[src/rtl/iir_m_decim_out.sv]
// rtl/iir_m_decim_out.sv - IIR cascade output stage: boxcar decimation, round/saturate to 16 bits, FWFT result FIFO
module iir_m_decim_out #(
  parameter int LOG2_DECIM = 2,
  parameter int FIFO_DEPTH = 8
) (
  input  logic                          clk,
  input  logic                          rst,
  input  logic [17:0]                   din,
  input  logic                          din_valid,
  input  logic                          sync,
  output logic [15:0]                   dout,
  output logic                          dout_valid,
  input  logic                          dout_ready,
  output logic [$clog2(FIFO_DEPTH):0]   level,
  output logic                          overflow,
  input  logic                          ovf_clr
);

  localparam int AW = 18 + LOG2_DECIM;
  localparam int PW = (LOG2_DECIM > 0) ? LOG2_DECIM : 1;
  localparam int QW = $clog2(FIFO_DEPTH);
  localparam int LW = QW + 1;
  localparam logic [PW-1:0] LAST_PH = PW'((1 << LOG2_DECIM) - 1);

  // ---------------- decimating accumulator ----------------
  logic [PW-1:0]        phase;
  logic [PW-1:0]        cur_phase;
  logic signed [AW-1:0] acc;
  logic signed [AW-1:0] din_ext;
  logic signed [AW-1:0] acc_base;
  logic signed [AW-1:0] sum;
  logic                 block_done;
  logic signed [17:0]   avg_q;
  logic                 avg_valid;

  // sync makes the current sample (if any) the first of a fresh block
  assign cur_phase  = sync ? '0 : phase;
  assign din_ext    = AW'($signed(din));
  assign acc_base   = (cur_phase == '0) ? '0 : acc;
  assign sum        = acc_base + din_ext;
  assign block_done = din_valid && (cur_phase == LAST_PH);

  always_ff @(posedge clk or negedge rst) begin
    if (!rst) begin
      phase     <= '0;
      acc       <= '0;
      avg_q     <= '0;
      avg_valid <= 1'b0;
    end else begin
      avg_valid <= block_done;
      if (din_valid) begin
        acc   <= sum;
        phase <= block_done ? '0 : cur_phase + PW'(1);
        if (block_done) begin
          avg_q <= sum[LOG2_DECIM +: 18];
        end
      end else if (sync) begin
        acc   <= '0;
        phase <= '0;
      end
    end
  end

  // ---------------- round half up, drop 2 LSBs, saturate ----------------
  logic signed [18:0] rnd_sum;
  logic signed [18:0] rnd;
  logic [15:0]        sat;
  logic [15:0]        conv_data;
  logic               conv_valid;

  assign rnd_sum = {avg_q[17], avg_q} + 19'sd2;
  assign rnd     = rnd_sum >>> 2;

  always_comb begin
    sat = rnd[15:0];
    if (rnd > 19'sd32767) begin
      sat = 16'h7fff;
    end else if (rnd < -19'sd32768) begin
      sat = 16'h8000;
    end
  end

  always_ff @(posedge clk or negedge rst) begin
    if (!rst) begin
      conv_data  <= '0;
      conv_valid <= 1'b0;
    end else begin
      conv_valid <= avg_valid;
      if (avg_valid) begin
        conv_data <= sat;
      end
    end
  end

  // ---------------- first-word-fall-through FIFO ----------------
  logic [15:0]   mem [FIFO_DEPTH];
  logic [QW-1:0] wr_ptr;
  logic [QW-1:0] rd_ptr;
  logic [QW-1:0] rd_next;
  logic [LW-1:0] count_next;
  logic          full;
  logic          pop;
  logic          wr_en;
  logic          drop;

  assign full       = (level == LW'(FIFO_DEPTH));
  assign dout_valid = (level != '0);
  assign pop        = dout_valid && dout_ready;
  assign wr_en      = conv_valid && (!full || pop);
  assign drop       = conv_valid && full && !pop;
  assign rd_next    = rd_ptr + QW'(pop);
  assign count_next = level + LW'(wr_en) - LW'(pop);

  always_ff @(posedge clk) begin
    if (wr_en) begin
      mem[wr_ptr] <= conv_data;
    end
  end

  // dout is a register holding the next head; bypass when the head slot is written this edge
  always_ff @(posedge clk or negedge rst) begin
    if (!rst) begin
      wr_ptr   <= '0;
      rd_ptr   <= '0;
      level    <= '0;
      dout     <= '0;
      overflow <= 1'b0;
    end else begin
      if (wr_en) begin
        wr_ptr <= wr_ptr + QW'(1);
      end
      rd_ptr <= rd_next;
      level  <= count_next;
      if (count_next != '0) begin
        dout <= (wr_en && (rd_next == wr_ptr)) ? conv_data : mem[rd_next];
      end
      if (drop) begin
        overflow <= 1'b1;
      end else if (ovf_clr) begin
        overflow <= 1'b0;
      end
    end
  end

endmodule

[config.mk]
export PLATFORM = sky130hd
export DESIGN_NAME = iir_m_decim_out
export DESIGN_NICKNAME = d
export VERILOG_FILES = /design/src/rtl/iir_m_decim_out.sv
export SDC_FILE = /design/constraint.sdc
export NUM_CORES = 1
export LEC_CHECK = 0
export BUFFER_PORTS_ARGS = -buffer_cell sky130_fd_sc_hd__buf_2
export CAP_MARGIN = 20
export CORE_MARGIN = 2
export CORE_UTILIZATION = 39
export DETAILED_ROUTE_END_ITERATION = 7
export HOLD_SLACK_MARGIN = 0.15
export SYNTH_ARGS = -nofsm -noshare
export SYNTH_HDL_FRONTEND = slang
export SYNTH_SLANG_ARGS = --single-unit
[constraint.sdc]
create_clock -name clk -period 10.5 [get_ports clk]
set_clock_uncertainty 0.2 [all_clocks]
set_input_delay 0.525 -clock clk [delete_from_list [all_inputs] [get_ports clk]]
set_output_delay 0.525 -clock clk [all_outputs]
set_load 0.005 [all_outputs]
* Word level (Yosys, flattened, before mapping)
Memories as Yosys holds them, arrays and structs flattened. A register that Yosys moved wholly into a read port is not among the register bits.
Cells that the tools add are included.
Widths: inputs -> output; s select.
** Word-level totals
- Output and inout port bits :: 22
- Register bits after elaboration :: 69
- Bits in latches :: 0
- Memory bits (writable) :: 128
- ROM bits :: 0
- Memories kept :: 1
** Operators by class
- Divide/modulo/power cells :: 0
- Add/sub/neg operators :: 7
- Reductions and logical operators :: 15
- Shift operators :: 0
- Eq/ne operators :: 2
- Multiplexer cells :: 12
- $lt $le $gt $ge :: 2
- $mul :: 0
- Bitwise gates (word level) :: 0
** Memories
- mem :: words 8, bits a word 16, rd ports 1, clocked after memory_dff 1, wr ports 1, line 96 : logic [15:0] mem [FIFO_DEPTH];
** Operators by type and width (number)
- $mux 20 :: 3
- $mux 16 :: 2
- $add 20x18->20 :: 1
- $add 18x3->19 const B :: 1
- $gt 17x16->1 const B :: 1
- $lt 17x16->1 const B :: 1
- $reduce_bool 4->1 :: 2
- $mux 2 :: 3
- $logic_and 1x1->1 :: 5
- $add 4x1->4 :: 1
- $eq 4x4->1 const B :: 1
- $mux 1 :: 4
- $reduce_bool 2->1 :: 2
- $sub 4x1->4 :: 1
- $add 3x1->3 :: 1
- $add 3x1->3 const B :: 1
- $logic_not 1->1 :: 3
- $add 2x1->2 const B :: 1
- $eq 2x2->1 const B :: 1
- $logic_not 2->1 :: 1
- $reduce_and 2->1 :: 1
- $logic_or 1x1->1 :: 1

* Depth between registers and ports, before layout
Gate-level depths: netlist of run 1.
- Word-level depth :: 7
- Mapped depth :: 17

* Worst setup path before layout of run 1
Ideal clock, no wire load.
- Path kind :: input to register
- From :: input port sync
- To :: register avg_q[16]
- Stages :: 17
- Library setup time :: 0.125 ns
- Arrival :: 3.439 ns
- Path slack :: 6.736 ns
- Path through :: clkbuf_1 -> nor2b_1 -> inv_1 -> ha_1 -> clkbuf_1 -> nor2b_1 -> ha_1 -> inv_1 -> fa_1 -> nor2b_1 -> o21a_2 -> o21ai_1 -> a211o_1 -> o211a_1 -> o21ai_1 -> xor2_1 -> mux2_2
** Between the ends
- Word-level cells in the longest chain between the ends :: 4
- Elaborated cells on any way between the ends :: 7
- Those cells by class :: add/sub: 1; eq/ne: 1; mux: 2; reduce/logical: 3
** Ends and longest elaborated chain
- start: declaration :: line 10 : input logic sync,
- $mux 2 *
- $logic_not 2->1 / $eq 2x2->1 (equally long branches) :: line 39, 41
- $mux 20 / $logic_and 1x1->1 (equally long branches) :: line 39, 41
- $add 20x18->20 / $reduce_and 2->1 (equally long branches)
- end signal: assignment :: line 55 : avg_q <= sum[LOG2_DECIM +: 18];
- end: declaration :: line 33 : logic signed [17:0] avg_q;
Mark *: on every way between the ends. The rest lies on a longest branch, timed or not.
A chain may end at the register's enable or synchronous reset.

* Final worst setup path of run 1
- From :: register phase[0]
- To :: register avg_q[16]
** Between the ends
- Word-level cells in the longest chain between the ends :: 4
- Elaborated cells on any way between the ends :: 7
- Those cells by class :: add/sub: 1; eq/ne: 1; mux: 2; reduce/logical: 3
** Ends and longest elaborated chain
- start: declaration :: line 26 : logic [PW-1:0] phase;
- start signal: assignment :: line 53 : phase <= block_done ? '0 : cur_phase + PW'(1);
- $mux 2 *
- $logic_not 2->1 / $eq 2x2->1 (equally long branches) :: line 39, 41
- $mux 20 / $logic_and 1x1->1 (equally long branches) :: line 39, 41
- $add 20x18->20 / $reduce_and 2->1 (equally long branches)
Marks and branches as above.

==> results of run 1 <==
==> registers in the layout (all words and copies together), names as in the netlist <==
name        flops
mem           128
acc            20
avg_q          17
avg_valid       1
dout           16
level           4
wr_ptr          3
conv_valid      1
overflow        1
rd_ptr          3
conv_data      16
phase           2
==> stage by stage <==
step	hold WS [ps]	cells	util [%]
after floorplan	29.4	702	-
after global placement	222	1047	42.3
after detailed placement	227	1049	42.4
after CTS	167	1095	45.4
after global routing	222	1095	45.4
final	185	1095	45.4
==> metal layers <==
metal	up-vias	GRT usage [%]
met5	-	0
met4	0	4.06
met3	28	2.44
met2	125	26.0
met1	2836	20.9
li1	2711	-
==> worst min-delay path by stage <==
stage / startpoint / to / slack [ps]
2_1_floorplan: rst / acc[0]$_DFFE_PN0P_ / 30
6_report: din[0] / acc[0]$_DFFE_PN0P_ / 190
3_3_place_gp: rst / acc[15]$_DFFE_PN0P_ / 220
3_5_place_dp: rst / acc[15]$_DFFE_PN0P_ / 230
4_1_cts: din[0] / acc[0]$_DFFE_PN0P_ / 170
5_1_grt: din[0] / acc[0]$_DFFE_PN0P_ / 220
==> worst min-delay path: cells and delay by family <==
family | cells | cell delay, ps
compound gates | 1 | 60
fa+ha+maj | 1 | 130
buf+inv | 1 | 90
simple gates | 1 | 40
==> cells in the mapped netlist (all sizes together) (16+ instances only) <==
library cell    n  area (µm²)
dfrtp          84        2100
inv            26        97.6
a21oi          37         189
edfxtp        128        3840
mux2           30         338
nor2           34         128
nand2          69         262
o21ai          43         219
xnor2          22         193
mux2i          16         160
nor2b          24         150
clkbuf         16        60.1
ha             31         388
mux4           32         721
==> kinds of logic (layout without fill, tap and decap cells) <==
| group | count (synthesis) | count (layout) | synth area share [%] |
|---|---|---|---|
| AOI/OAI and AO/OA | 123 | 123 | 7.77 |
| and+or+nand+nor | 169 | 169 | 8.40 |
| xor gates and xnor gates | 32 | 32 | 3.09 |
| adders and majority gates | 33 | 33 | 4.42 |
| muxes | 78 | 78 | 12.6 |
| DFF | 212 | 212 | 61.4 |
| buffers and inverters | 55 | 124 | 2.28 |
==> power by group through the flow <==
stage,logic [mW],clock network (mW),registers [mW]
after CTS,0.901,0.791,1.23
final,0.883,0.770,1.22
after floorplan,0.690,0,1.19
after global placement,0.875,0,1.22
after global routing,0.979,0.825,1.25
after detailed placement,0.898,0,1.24
==> area by class of cell <==
type                    count  area share (%)
repair buffers             54            2.85
clock inverters            12           0.860
clock buffers              32            5.71
well taps                 324            3.67
flip-flops and latches    212            53.8
multi-input cells         435            32.2
inverters                  26           0.883
==> out/results.ini, run 1 <==
[power]
p_leak_nw=4.22
power_mw=2.88
power.share.sequential_pct=42.5
ir_drop_worst_vdd_mv=0.183
power_per_cell_area_nw_per_um2=260
share_clk_of_total_power_pct=26.8
net_switching_power_figure_mw=0.895
internal-power_mw=1.98
power_frac_comb_pct=30.7
sw_frac_of_total_pct=31.1

[synth]
post_synth_num_cell_types=59
synth-main-ff-cell=sky130_fd_sc_hd__edfxtp_1
postSynthCellCount=702
ys_warn_count=0
synthesis.area_per_instance_um2=13.8
postSynthRegisterBits=212
ys_async_sr_fraction_pct=39.6
syn-cell-area_um2=9680
seq_area_frac_synth_pct=61.4
syn_nets=759
number_of_enable_type_register_cells_in_the_synthesized_netlist=128

[clock_tree]
clk_pin_slew_worst_paths_ps=60
cts.path.max_buffers=3
ctsResizeCount=0
numClockSinks=212
postCtsSetupRepairBufs=0
cts_inserted_buffers=24
clock_root_cell=sky130_fd_sc_hd__clkbuf_16
cts_hold_fix_bufs=2
clock_insertion_delay_worst_skew_ps=510
clock_tree_from_tritoncts=yes
htreeDepth=1

[worst_setup_path]
reg2reg_setup_slack_ps=6590
max_stage_delay_ps=470
critical_path_cell_count=15
timing.rr.start=phase[0]$_DFF_PN0_
worstPathArrival_ps=4100
setup.worst_path.class=flip-flop to flip-flop
critical_path.max_fanout=20
critical_path.slowest_cell=sky130_fd_sc_hd__ha_1
timing.critical_path.from_type=flip-flop
largest_delay_contributor_family_on_the_critical_path=adder cells
worst_setup_ep_type=flip-flop
crit_path_end=avg_q[16]$_DFFE_PN0P_
series_of_cell_instances_along_the_critical_path=nor2b_1 > inv_1 > ha_1 > nor2b_1 > ha_1 > inv_1 > fa_1 > nor2b_1 > o21a_2 > o21ai_1 > a211o_1 > o211a_1 > o21ai_1 > xor2_1 > mux2_2
crit_path_from=phase[0]$_DFF_PN0_
ff2ff_path_depth=15
reg2reg_to=avg_q[16]$_DFFE_PN0P_
critPathRequiredTime_ps=10690
cp_common_cell=sky130_fd_sc_hd__nor2b_1
worst-path-buf-inv=2

[sta]
setup_tns_ps=0
headroom_to_the_max_slew_limit_pct=30.4
setup-violations-final=0
finalCriticalPeriod_ps=3910
final-max-slew-violation-count=0
hold_viol=0
rsz_0062_raised_after_global_routing=no
final.period_utilization_pct=37.2
timing.fmax_ghz=0.256
worstMarginPinSlew_ps=1040
timing.final.ws_setup_ps=6590

[floorplan]
die_w_um=162
rows=57
die_y_um=162
placeableCoreArea_um2=24300
die-area_um2=26100
boundary_pin_count=46
effective_utilization_at_floorplan_pct=39.8

[cells_and_area]
layout-drive-gt1-share_pct=21.8
final_net_count=810
flow.area_growth_from_synthesis_pct=14.2
layout.cell_area.non_filler_um2=11100
mostFrequentLayoutCells=128 x sky130_fd_sc_hd__edfxtp_1, 84 x sky130_fd_sc_hd__dfrtp_1, 68 x sky130_fd_sc_hd__nand2_1
antenna-diode-count=0
multiInputGateArea_um2=3560
seqCellArea_um2=5950
fillers=2168
layout.cells.most_common=sky130_fd_sc_hd__edfxtp_1

[global_routing]
grt-ovfl-total=0
antenna_found_initial=0
grt_pass1_vias=5905
grt_util_all_layers_pct=15.4
grt_pass1_wl_um=31800
grt_max_degree=66

[drt]
wl_met2_um=9560
route.vias.total=5700
detailedRoute.firstIterationViolations=332
first_pass_iters=5
viasPerCell=5.21
drt_wl_total_um=19600
wl_per_cell_um=17.9
wl_met3_um=796
drc=0
topRoutingLayerUsed=met4
met1_length_um=8940
ant_nets=0

[placement]
detailed_place.area_um2=10300
dp.final_hpwl_um=12600
gp_congestion=0.894
io_buffers=45
pre_cts_ws_ps=6130

[min_path]
worst_hold_path.num_cells=4
hp-class=input port to flip-flop

[run]
drv.max_cap_violation_count=0

[outcome]
status=finished, final reports clean

Power figures use the tool's default switching activity.
==> run 2, diff against run 1 <==
Clock period 10.5 ns to 3.7 ns, I/O delays scaled along.
==> run 2 against run 1 <==
Hold slack improved by 97 ps. Critical path type is now input port to flip-flop. Clock power rose to 3.1 times the previous value. Register-to-register slack got worse by 6400 ps. Sequential share of layout area fell by 2.0 points. Power rose to 2.9 times the previous value. Combinational power rose to 3.0 times the previous value. Clock-buffer cell count rose by 1. Global-route usage rose by 0.34 points. Via count rose by 4.2%. Setup slack got worse by 6400 ps. Largest cell class unchanged.
==> out/results.ini, run 2 (synthesized netlist as in run 1, its figures left out) <==
[drt]
viasPerCell=5.25
wl_per_cell_um=17.8
ant_nets=0
detailedRoute.firstIterationViolations=329
drc=0
drt_wl_total_um=20200
route.vias.total=5940
first_pass_iters=4

[worst_setup_path]
critPathRequiredTime_ps=3890
max_stage_delay_ps=680
cp_common_cell=sky130_fd_sc_hd__ha_1
critical_path.slowest_cell=sky130_fd_sc_hd__a2111oi_0
series_of_cell_instances_along_the_critical_path=dlygate4sd3_1 > buf_2 > nor2b_4 > inv_1 > ha_1 > buf_4 > nor2b_1 > ha_1 > a2111oi_0 > a211o_1 > o211a_1 > o21ai_1 > xor2_1 > mux2_2
critical_path.max_fanout=17
setup.worst_path.class=input port to flip-flop
timing.rr.start=phase[0]$_DFF_PN0_
timing.critical_path.from_type=input port
worstPathArrival_ps=3700
ff2ff_path_depth=12
worst_setup_ep_type=flip-flop
reg2reg_setup_slack_ps=200
reg2reg_to=avg_q[16]$_DFFE_PN0P_
largest_delay_contributor_family_on_the_critical_path=compound AO/OA/AOI/OAI gates
worst-path-buf-inv=4

[power]
sw_frac_of_total_pct=30.2
power_per_cell_area_nw_per_um2=738
p_leak_nw=4.46
power_mw=8.47
power.share.sequential_pct=40.9
share_clk_of_total_power_pct=28.2
net_switching_power_figure_mw=2.56
internal-power_mw=5.91
ir_drop_worst_vdd_mv=0.546
power_frac_comb_pct=30.9

[cells_and_area]
multiInputGateArea_um2=3540
flow.area_growth_from_synthesis_pct=18.6
antenna-diode-count=0
largest_registers=mem x128, acc x20, avg_q x17
register_containing_the_most_flip_flops_in_the_final_layout=mem
layout-drive-gt1-share_pct=22.4
largest_reg_flops=128
layout.cells.most_common=sky130_fd_sc_hd__edfxtp_1
mostFrequentLayoutCells=128 x sky130_fd_sc_hd__edfxtp_1, 84 x sky130_fd_sc_hd__dfrtp_1, 68 x sky130_fd_sc_hd__nand2_1
fillers=2125
layout.cell_area.non_filler_um2=11500
seqCellArea_um2=5950
final-instance-count-excl-fill=1132
final_core_util_pct=47.2
final_net_count=847

[floorplan]
die_y_um=162
die_w_um=162
placeableCoreArea_um2=24300
rows=57
effective_utilization_at_floorplan_pct=39.8
die-area_um2=26100
boundary_pin_count=46

[placement]
io_buffers=45
detailed_place.area_um2=10400
number_of_instances_in_the_placed_design=1059
gp_congestion=0.884
pre_cts_ws_ps=199
dp.final_hpwl_um=12500

[global_routing]
grt_pass1_wl_um=32500
antenna_found_initial=0
grt_util_all_layers_pct=15.7
grt-ovfl-total=0
grt_pass1_vias=6152
grt_max_degree=39

[clock_tree]
clock_root_cell=sky130_fd_sc_hd__clkbuf_16
cts_inserted_buffers=24
cts.path.max_buffers=3
numClockSinks=212
clock_insertion_delay_worst_skew_ps=520
htreeDepth=1
postCtsSetupRepairBufs=0
clock_tree_from_tritoncts=yes
clk_pin_slew_worst_paths_ps=60

[min_path]
timing.hold.worst_endpoint=acc[19]$_DFFE_PN0P_
hp-class=flip-flop to flip-flop
worst_hold_path.num_cells=2
worst_hold_startpoint=acc[19]$_DFFE_PN0P_

[sta]
timing.hold.ws_ps=282
timing.final.ws_setup_ps=192
setup-violations-final=0
final.period_utilization_pct=94.8
rsz_0062_raised_after_global_routing=no
finalCriticalPeriod_ps=3510
headroom_to_the_max_slew_limit_pct=37.4
hold_viol=0
worstMarginPinSlew_ps=938
final-max-slew-violation-count=0
setup_tns_ps=0
timing.fmax_ghz=0.285

[run]
drv.max_cap_violation_count=0

[outcome]
status=finished, final reports clean

==> run 2: cell types whose count changed in the layout (fill, tap and decap cells not counted), moves of 3 or more <==
cell                            delta
sky130_fd_sc_hd__buf_12            +3
sky130_fd_sc_hd__nor2_2            -6
sky130_fd_sc_hd__clkinv_2          +3
sky130_fd_sc_hd__clkinv_1          -4
sky130_fd_sc_hd__dlygate4sd3_1    +26
sky130_fd_sc_hd__clkbuf_8          +3
sky130_fd_sc_hd__nor2_1            +6
sky130_fd_sc_hd__buf_4            +10
==> run 2: layout make-up <==
cell class	count	share of cell area (%)
Sequential cell	212	51.8
Tap cell	324	3.53
Inverter	26	0.850
Clock buffer	33	5.79
Multi-Input combinational cell	435	30.9
Timing Repair Buffer	91	5.93
Clock inverter	11	1.22
==> run 2: power groups by stage <==
stage                     Sequential [mW]  Combinational, mW  Clock (mW)
final                                3.47               2.62        2.39
after global routing                 3.54               2.88        2.53
after CTS                            3.47               2.66        2.45
after detailed placement             3.52               2.62           0
after global placement               3.47               2.54           0
after floorplan                      3.37               1.96           0
==> run 2: how the worst max path moves through the flow <==
stage,start,end,depth (start not counted)
2_1_floorplan,sync,avg_q[16]$_DFFE_PN0P_,17
3_3_place_gp,phase[0]$_DFF_PN0_,avg_q[16]$_DFFE_PN0P_,15
3_5_place_dp,phase[0]$_DFF_PN0_,avg_q[16]$_DFFE_PN0P_,15
4_1_cts,sync,acc[4]$_DFFE_PN0P_,15
5_1_grt,phase[0]$_DFF_PN0_,avg_q[16]$_DFFE_PN0P_,12
6_report,sync,avg_q[16]$_DFFE_PN0P_,14
==> run 2: layer usage <==
layer	wire, µm	vias to the layer above	global-route usage (%)
met5	0	-	0
li1	-	2788	-
met3	809	38	2.29
met2	9870	135	27.1
met1	9100	2979	21.2
met4	411	0	3.57
==> run 2: worst register-to-register path, delay by kind of cell (launching register included) <==
family | cells | cell delay, ps
compound gates | 4 | 1310
fa+ha+maj | 2 | 540
flops | 1 | 330
simple gates | 2 | 320
buf+inv | 2 | 270
mux | 1 | 270
xor+xnor | 1 | 160
==> run 2: timing repair <==
item,CTS,global route
setup endpoints to repair,0,6
gates resized for setup,0,4
hold endpoints to repair,99,0
hold buffers,30,0
